===== src/rtl/hazard_stall_ctrl_pkg.sv =====
// Shared constants for the MIPS pipeline control blocks: fetch start address,
// Tuse sentinel, mult/div tracker state encoding and default unit latencies.
package hazard_stall_ctrl_pkg;

  localparam logic [31:0] PC_START = 32'h0000_3000;

  // A Tuse of 3 exceeds every legal Tnew, so an unused operand never stalls.
  localparam logic [1:0] TUSE_NONE = 2'd3;

  localparam int MULT_CYCLES_DEF = 5;
  localparam int DIV_CYCLES_DEF  = 10;
  localparam int CNT_W_DEF       = 4;

  typedef enum logic [0:0] {
    MD_IDLE = 1'b0,
    MD_BUSY = 1'b1
  } md_state_e;

endpackage


===== src/rtl/hazard_stall_ctrl_md_busy_tracker.sv =====
// HI/LO unit busy tracker: busy is high for exactly N cycles, starting the
// cycle after a mult/div issues into EX (N = MULT_CYCLES or DIV_CYCLES).
module md_busy_tracker
  import hazard_stall_ctrl_pkg::*;
#(
  parameter int MULT_CYCLES = MULT_CYCLES_DEF,
  parameter int DIV_CYCLES  = DIV_CYCLES_DEF,
  parameter int CNT_W       = CNT_W_DEF
) (
  input  logic clk,
  input  logic reset,
  input  logic start,
  input  logic is_div,
  output logic busy
);

  md_state_e        state;
  logic [CNT_W-1:0] cnt;

  // NOTE: state, counter and busy all update with <= in one clocked block so
  // every register samples pre-edge values; busy is registered, not decoded.
  always_ff @(posedge clk) begin
    if (reset) begin
      state <= MD_IDLE;
      cnt   <= '0;
      busy  <= 1'b0;
    end else begin
      case (state)
        MD_IDLE: begin
          if (start) begin
            cnt   <= is_div ? CNT_W'(DIV_CYCLES) : CNT_W'(MULT_CYCLES);
            state <= MD_BUSY;
            busy  <= 1'b1;
          end
        end
        MD_BUSY: begin
          // A start seen here is impossible in a legal program and is ignored.
          if (cnt == CNT_W'(1)) begin
            cnt   <= '0;
            state <= MD_IDLE;
            busy  <= 1'b0;
          end else begin
            cnt <= cnt - CNT_W'(1);
          end
        end
        default: begin
          cnt   <= '0;
          state <= MD_IDLE;
          busy  <= 1'b0;
        end
      endcase
    end
  end

endmodule


===== src/rtl/hazard_stall_ctrl.sv =====
// Pipeline stall controller: Tuse/Tnew data stalls plus HI/LO busy stalls.
// Define STALL_PERF_CNT_EN to add saturating stall_cycles/md_stall_cycles counters.
module hazard_stall_ctrl
  import hazard_stall_ctrl_pkg::*;
#(
  parameter int MULT_CYCLES = MULT_CYCLES_DEF,
  parameter int DIV_CYCLES  = DIV_CYCLES_DEF,
  parameter int CNT_W       = CNT_W_DEF
) (
  input  logic        clk,
  input  logic        reset,
  input  logic [4:0]  id_rs,
  input  logic [4:0]  id_rt,
  input  logic [1:0]  id_rs_tuse,
  input  logic [1:0]  id_rt_tuse,
  input  logic        id_md_use,
  input  logic [4:0]  ex_wa,
  input  logic [1:0]  ex_tnew,
  input  logic [4:0]  mem_wa,
  input  logic [1:0]  mem_tnew,
  input  logic        ex_md_start,
  input  logic        ex_md_div,
  output logic        pc_en,
  output logic        ifid_en,
  output logic        idex_clr,
  output logic        md_busy
`ifdef STALL_PERF_CNT_EN
  ,
  output logic [31:0] stall_cycles,
  output logic [31:0] md_stall_cycles
`endif
);

  logic stall_rs, stall_rt, stall_md, stall;

  md_busy_tracker #(
    .MULT_CYCLES (MULT_CYCLES),
    .DIV_CYCLES  (DIV_CYCLES),
    .CNT_W       (CNT_W)
  ) u_md_busy_tracker (
    .clk    (clk),
    .reset  (reset),
    .start  (ex_md_start),
    .is_div (ex_md_div),
    .busy   (md_busy)
  );

  // $0 is hard-wired, so a match on register 0 is never a real dependency.
  assign stall_rs = (id_rs != 5'd0) &&
                    ((id_rs == ex_wa  && ex_tnew  > id_rs_tuse) ||
                     (id_rs == mem_wa && mem_tnew > id_rs_tuse));
  assign stall_rt = (id_rt != 5'd0) &&
                    ((id_rt == ex_wa  && ex_tnew  > id_rt_tuse) ||
                     (id_rt == mem_wa && mem_tnew > id_rt_tuse));
  assign stall_md = id_md_use && (md_busy || ex_md_start);
  assign stall    = stall_rs | stall_rt | stall_md;

  assign pc_en    = ~stall;
  assign ifid_en  = ~stall;
  assign idex_clr = stall;

`ifdef STALL_PERF_CNT_EN
  always_ff @(posedge clk) begin
    if (reset) begin
      stall_cycles    <= '0;
      md_stall_cycles <= '0;
    end else begin
      if (stall && stall_cycles != 32'hFFFF_FFFF)
        stall_cycles <= stall_cycles + 32'd1;
      if (stall_md && md_stall_cycles != 32'hFFFF_FFFF)
        md_stall_cycles <= md_stall_cycles + 32'd1;
    end
  end
`endif

endmodule


===== config.mk =====
export PLATFORM = sky130hd
export DESIGN_NAME = hazard_stall_ctrl
export DESIGN_NICKNAME = d
export VERILOG_FILES = /design/src/rtl/hazard_stall_ctrl_pkg.sv /design/src/rtl/hazard_stall_ctrl_md_busy_tracker.sv /design/src/rtl/hazard_stall_ctrl.sv
export SDC_FILE = /design/constraint.sdc
export NUM_CORES = 1
export LEC_CHECK = 0
export CAP_MARGIN = 0
export CORE_UTILIZATION = 56
export DETAILED_ROUTE_END_ITERATION = 12
export DONT_BUFFER_PORTS = 1
export GPL_TIMING_DRIVEN = 1
export PLACE_DENSITY_LB_ADDON = 0.12
export SYNTH_ARGS = -nofsm -noshare
export SYNTH_HDL_FRONTEND = slang
export SYNTH_SLANG_ARGS = --single-unit

===== constraint.sdc =====
create_clock -name clk -period 5.1 [get_ports clk]
set_input_delay 1.53 -clock clk [delete_from_list [all_inputs] [get_ports clk]]
set_output_delay 1.53 -clock clk [all_outputs]
set_load 0.1 [all_outputs]

== Word-level counts from Yosys, hierarchy flattened ==
Index checks and enable logic that the tools add are counted.
Cells by class
  add/sub/neg operators: 1
  multiply operators: 0
  divide/modulo/power cells: 0
  $lt $le $gt $ge: 4
  equality and inequality tests: 7
  shift operators: 0
  mux-type cells: 10
  bitwise gates (word level): 4
  reductions and logical operators: 13
Operator list (count)
  $eq A5 B5 Y1: 4
  $mux W4: 3
  $reduce_bool A5 Y1: 2
  $gt A2 B2 Y1: 4
  $pmux W4 S2: 1
  $logic_and A1 B1 Y1: 7
  $eq A4 B1 Y1 const B: 1
  $mux W1: 4
  $ne A2 B2 Y1 const B: 2
  $pmux W1 S2: 2
  $sub A4 B1 Y4 const B: 1
  $logic_or A1 B1 Y1: 3
  $not A1 Y1: 2
  $or A1 B1 Y1: 2
  $reduce_and A2 Y1: 1
Storage, ports and cells
  flip-flop bits (word level): 6
  latch bits: 0
  memory bits (writable): 0
  ROM bits: 0
  output and inout port bits: 4
  word-level logic and storage cells: 42
  memories: 0

== Logic depth before layout (Yosys ltp) ==
  word-level depth: 7
  mapped depth: 8
  mapped depth without buffers: 7

== Hierarchy ==
From an unflattened synthesis, not the netlist that was laid out.
Unflattened totals
  cell total of the unflattened synthesis: 93
  area, all modules: 759.5 µm²
By module, submodules not included
  hazard_stall_ctrl: instances 1, cells each 59, area each 449.2 µm², seq. area each 0.0 µm²
  md_busy_tracker: instances 1, cells each 34, area each 310.3 µm², seq. area each 120.1 µm²

== Worst setup path before layout ==
OpenSTA, ideal clock, no wires.
  kind: in2out
  start point: input port id_rs_tuse[1]
  end point: output port pc_en
  arrival time: 3.654 ns
  setup slack: -0.084 ns
  stages: 8
  buffers on the path: 1
  path through: inv_1 -> ha_1 -> nor2b_1 -> o21ai_0 -> a2111oi_2 -> o22ai_1 -> and3_1 -> buf_4
On the way
  word-level cells in the longest chain between the ends: 7
  elaborated cells between the ends (all ways): 9
  those cells by class: order compare (2); bitwise (3); reduce/logical (4)
Ends and longest elaborated chain
  start, declared: line hazard_stall_ctrl.sv:14  | input logic [1:0] id_rs_tuse,
  $gt A2 B2 Y1 (on tied branches): line hazard_stall_ctrl.sv:50, hazard_stall_ctrl.sv:51
  $logic_and A1 B1 Y1 (on tied branches): line hazard_stall_ctrl.sv:50, hazard_stall_ctrl.sv:51
  $logic_or A1 B1 Y1 *: line hazard_stall_ctrl.sv:50  | ((id_rs == ex_wa && ex_tnew > id_rs_tuse) ||
  $logic_and A1 B1 Y1 *: line hazard_stall_ctrl.sv:49  | assign stall_rs = (id_rs != 5'd0) &&
  $or A1 B1 Y1 * (2 in series): line hazard_stall_ctrl.sv:56  | assign stall = stall_rs | stall_rt | stall_md;
  $not A1 Y1 *
  end, declared: line hazard_stall_ctrl.sv:23  | output logic pc_en,
Mark *: on every way between the ends. The rest lies on a longest branch, timed or not.

== Worst setup path after layout ==
Same ends and word-level chain as after synthesis.

==> impl_results.md <==
* Outcome: finished, final reports clean
* GRT Resource Usage Total at between 20% and 30%
* Multi-input gate area at 591 sq um
* Final nets at 145
* Sequential fraction of the synthesis area at 15.7%
* Vias at 685
* Synth unique cells at 25
* Clock sinks at 6
* Fin Setup TNS at 0 ps
* Post-CTS Hold Fix Bufs at 0
* Top cell type's share of synthesized area at between 10% and 20%
* Max cap viols at 0
* Busiest grt layer: met2
* Core Footprint at 1190 sq um
* Final setup viols at 0
* Post-Syn Instances at slightly below 100
* Via density at around 6
* Routed WL at 1.66 mm
* DRT antenna net count at 0
* Fin. Hold Viols at 0
* Fmax at 222 MHz
* WP data arrival at 2970 ps
* Initial Util at 64.3%
* Die area at about 1500 sq um
* First-pass GRT wire length at 2.59 mm
* Top_reg_cell synth: dfxtp_1
* N_diodes at 0
* TritonRoute pass-1 iters at 4
* Clk slew on worst S/H paths at around 40 ps
* Slew headroom at 75.7%
* FFs w/ async S/R, synth at 0%
* Setup CP Type: in -> out
* PostCTS Resize Cnt at 0
* Crit path launch type: primary input
* EDFF count, synth at 0
* Fillers at 110
* Worst Skew at 0.444 ps
* Clock Path Buffers at 2
* Reg2Reg Capture Point: u_md_busy_tracker.cnt[2]$_SDFFE_PP0P_
* Ys Warns at 0
* CP required at 3570 ps
* Rows at 12
* Sequential Area at 120 sq um
* Htree depth at 1
* Worst-Skew Late Latency at 250 ps
* Syn Nets at 140
* GRT met2 Usage at 42.9%
* Hold wc startpoint: u_md_busy_tracker.cnt[2]$_SDFFE_PP0P_
* Synth cell count leaders: xnor2_1 (13), ha_1 (10), inv_1 (10), xor2_1 (7)
* RSZ-0062 raised after global routing: false
* Reg2reg setup slack at 3800 ps
* Minimum clock period at ~4500 ps
* Total power at 0.000185 W
* Hold endpoint: u_md_busy_tracker.cnt[2]$_SDFFE_PP0P_
* Worst flop-to-flop path startpoint: u_md_busy_tracker.cnt[1]$_SDFFE_PP0P_
* Die X at 38.9 um
* Hold depth at 2
* CTS tree: done
* Detailed router's first-iteration violation count at 17
* GRT overflow at 0
* Hold Path Class: reg -> reg
* Worst-path fanout max at 2
* CTS Buf Count at 3
* Final Max Slew Viols at 0
* Largest cells by area after synthesis: ha_1 (16%), dfxtp_1 (16%), xnor2_1 (15%), xor2_1 (8.0%), a211oi_1 (5.9%)
* Root buffer cell: clkbuf_4
* Final worst path period share at 88.2%
* Gpl congestion at 0.761
* Count leader, synth: xnor2_1
* Syn-to-layout area delta at 7.87%
* Worst Max-Slew Pin Slew at 363 ps
* Fraction of layout cells with a size suffix above 1 at 8.00%
* Die H at 38.9 um
* HPWL after detailed placement at between 1 and 1.5 mm
* Post-Syn Area per Cell at 7.87 sq um
* Yosys reg bits at 6
* GR Util met1 at 29.6%
* Initial antenna violation count at 0
* R2R depth at 6
* Number of global-route vias before repair at 689
* I/O pin total at 37
* Met3 GRT Util at between 15 and 20%
* Pwr/cell area at 225 nW/um^2
* Leakage at roughly 0.34 nW
* IO buf count at 0
* Largest net degree at the start of global routing at 11
* Post-route DRC at 0
* Post-synth top area cell: ha_1
* CP endpoint kind: primary output
* Max VDD drop at 0.148 mV
* Setup bufs post-CTS at 0
* Routed wire per std cell at 14.6 um
* Post-Synthesis Cell Area at 763 sq um
-- placed cells by master (no fill, tap or decap), types with 3 or more instances in the layout --
cell type,Yosys,layout
ha_1,10,10
clkbuf_4,0,3
xnor2_1,13,13
nor2b_1,6,6
dfxtp_1,6,6
nor4_1,3,3
nor2_1,5,5
nand4_1,3,3
inv_1,10,10
nand2_1,4,4
a21oi_1,6,6
xor2_1,7,7
a211oi_1,6,6
-- critical path, cell delays in order --
cell and delay, ps:
inv_1 40, ha_1 310, nor2b_1 140, o21ai_0 190, a2111oi_2 60, o22ai_1 210
and3_2 230, buf_12 250
-- how the worst max path moves through the flow --
stage / start / end / slack [ps] / depth (start not counted)
after floorplan: id_rs_tuse[1] / pc_en / 260 / 8
after global placement: id_rs_tuse[1] / pc_en / 640 / 8
after detailed placement: id_rs_tuse[1] / pc_en / 590 / 8
after CTS: id_rs_tuse[1] / pc_en / 590 / 8
after global routing: id_rs_tuse[1] / ifid_en / 480 / 8
final: id_rs_tuse[1] / pc_en / 600 / 8
-- sequential cells by signal, indices dropped and copies added (netlist names) --
signal                   count
u_md_busy_tracker.cnt        4
u_md_busy_tracker.busy       1
u_md_busy_tracker.state      1
-- cell families after synthesis --
group                      count (synthesis)  share of synthesized area (%)
and+or+nand+nor                           29                           20.5
xor gates and xnor gates                  20                           23.0
AOI/OAI and AO/OA                         18                           16.1
buffers and inverters                     13                           7.05
adders and majority gates                 10                           16.4
DFF                                        6                           15.7
muxes                                      1                           1.31
-- per-layer routing --
metal / part of all wire (%) / wire [um]
met2: 45 / 748
met5: 0 / 0
met3: 9.9 / 165
met1: 45 / 749
met4: 0 / 0
-- through the flow --
| step | setup slack, ps | hold slack, ps | utilization [%] | instances | instance area (sq um) |
|---|---|---|---|---|---|
| 4_1_cts | 590 | 546 | 69.4 | 114 | 823 |
| 2_1_floorplan | 256 | 482 | - | 97 | 764 |
| 6_report | 601 | 546 | 69.4 | 114 | 823 |
| 5_1_grt | 482 | 608 | 69.4 | 114 | 823 |
| 3_5_place_dp | 590 | 535 | 67.5 | 111 | 801 |
| 3_3_place_gp | 641 | 537 | 67.5 | 111 | 801 |
-- area by class of cell --
type / count / area share (%)
clock buffers: 3 / 2.74
inverters: 10 / 4.56
multi-input cells: 78 / 71.7
flip-flops and latches: 6 / 14.6
well taps: 14 / 2.13
repair buffers: 3 / 4.26
-- power by group --
part | internal, W | switching (W) | total [W]
Sequential | 0.0000520 | 0.00000500 | 0.0000569
Clock | 0.0000267 | 0.0000180 | 0.0000447
Combinational | 0.0000328 | 0.0000509 | 0.0000837
(Power assumes the default switching activity.)
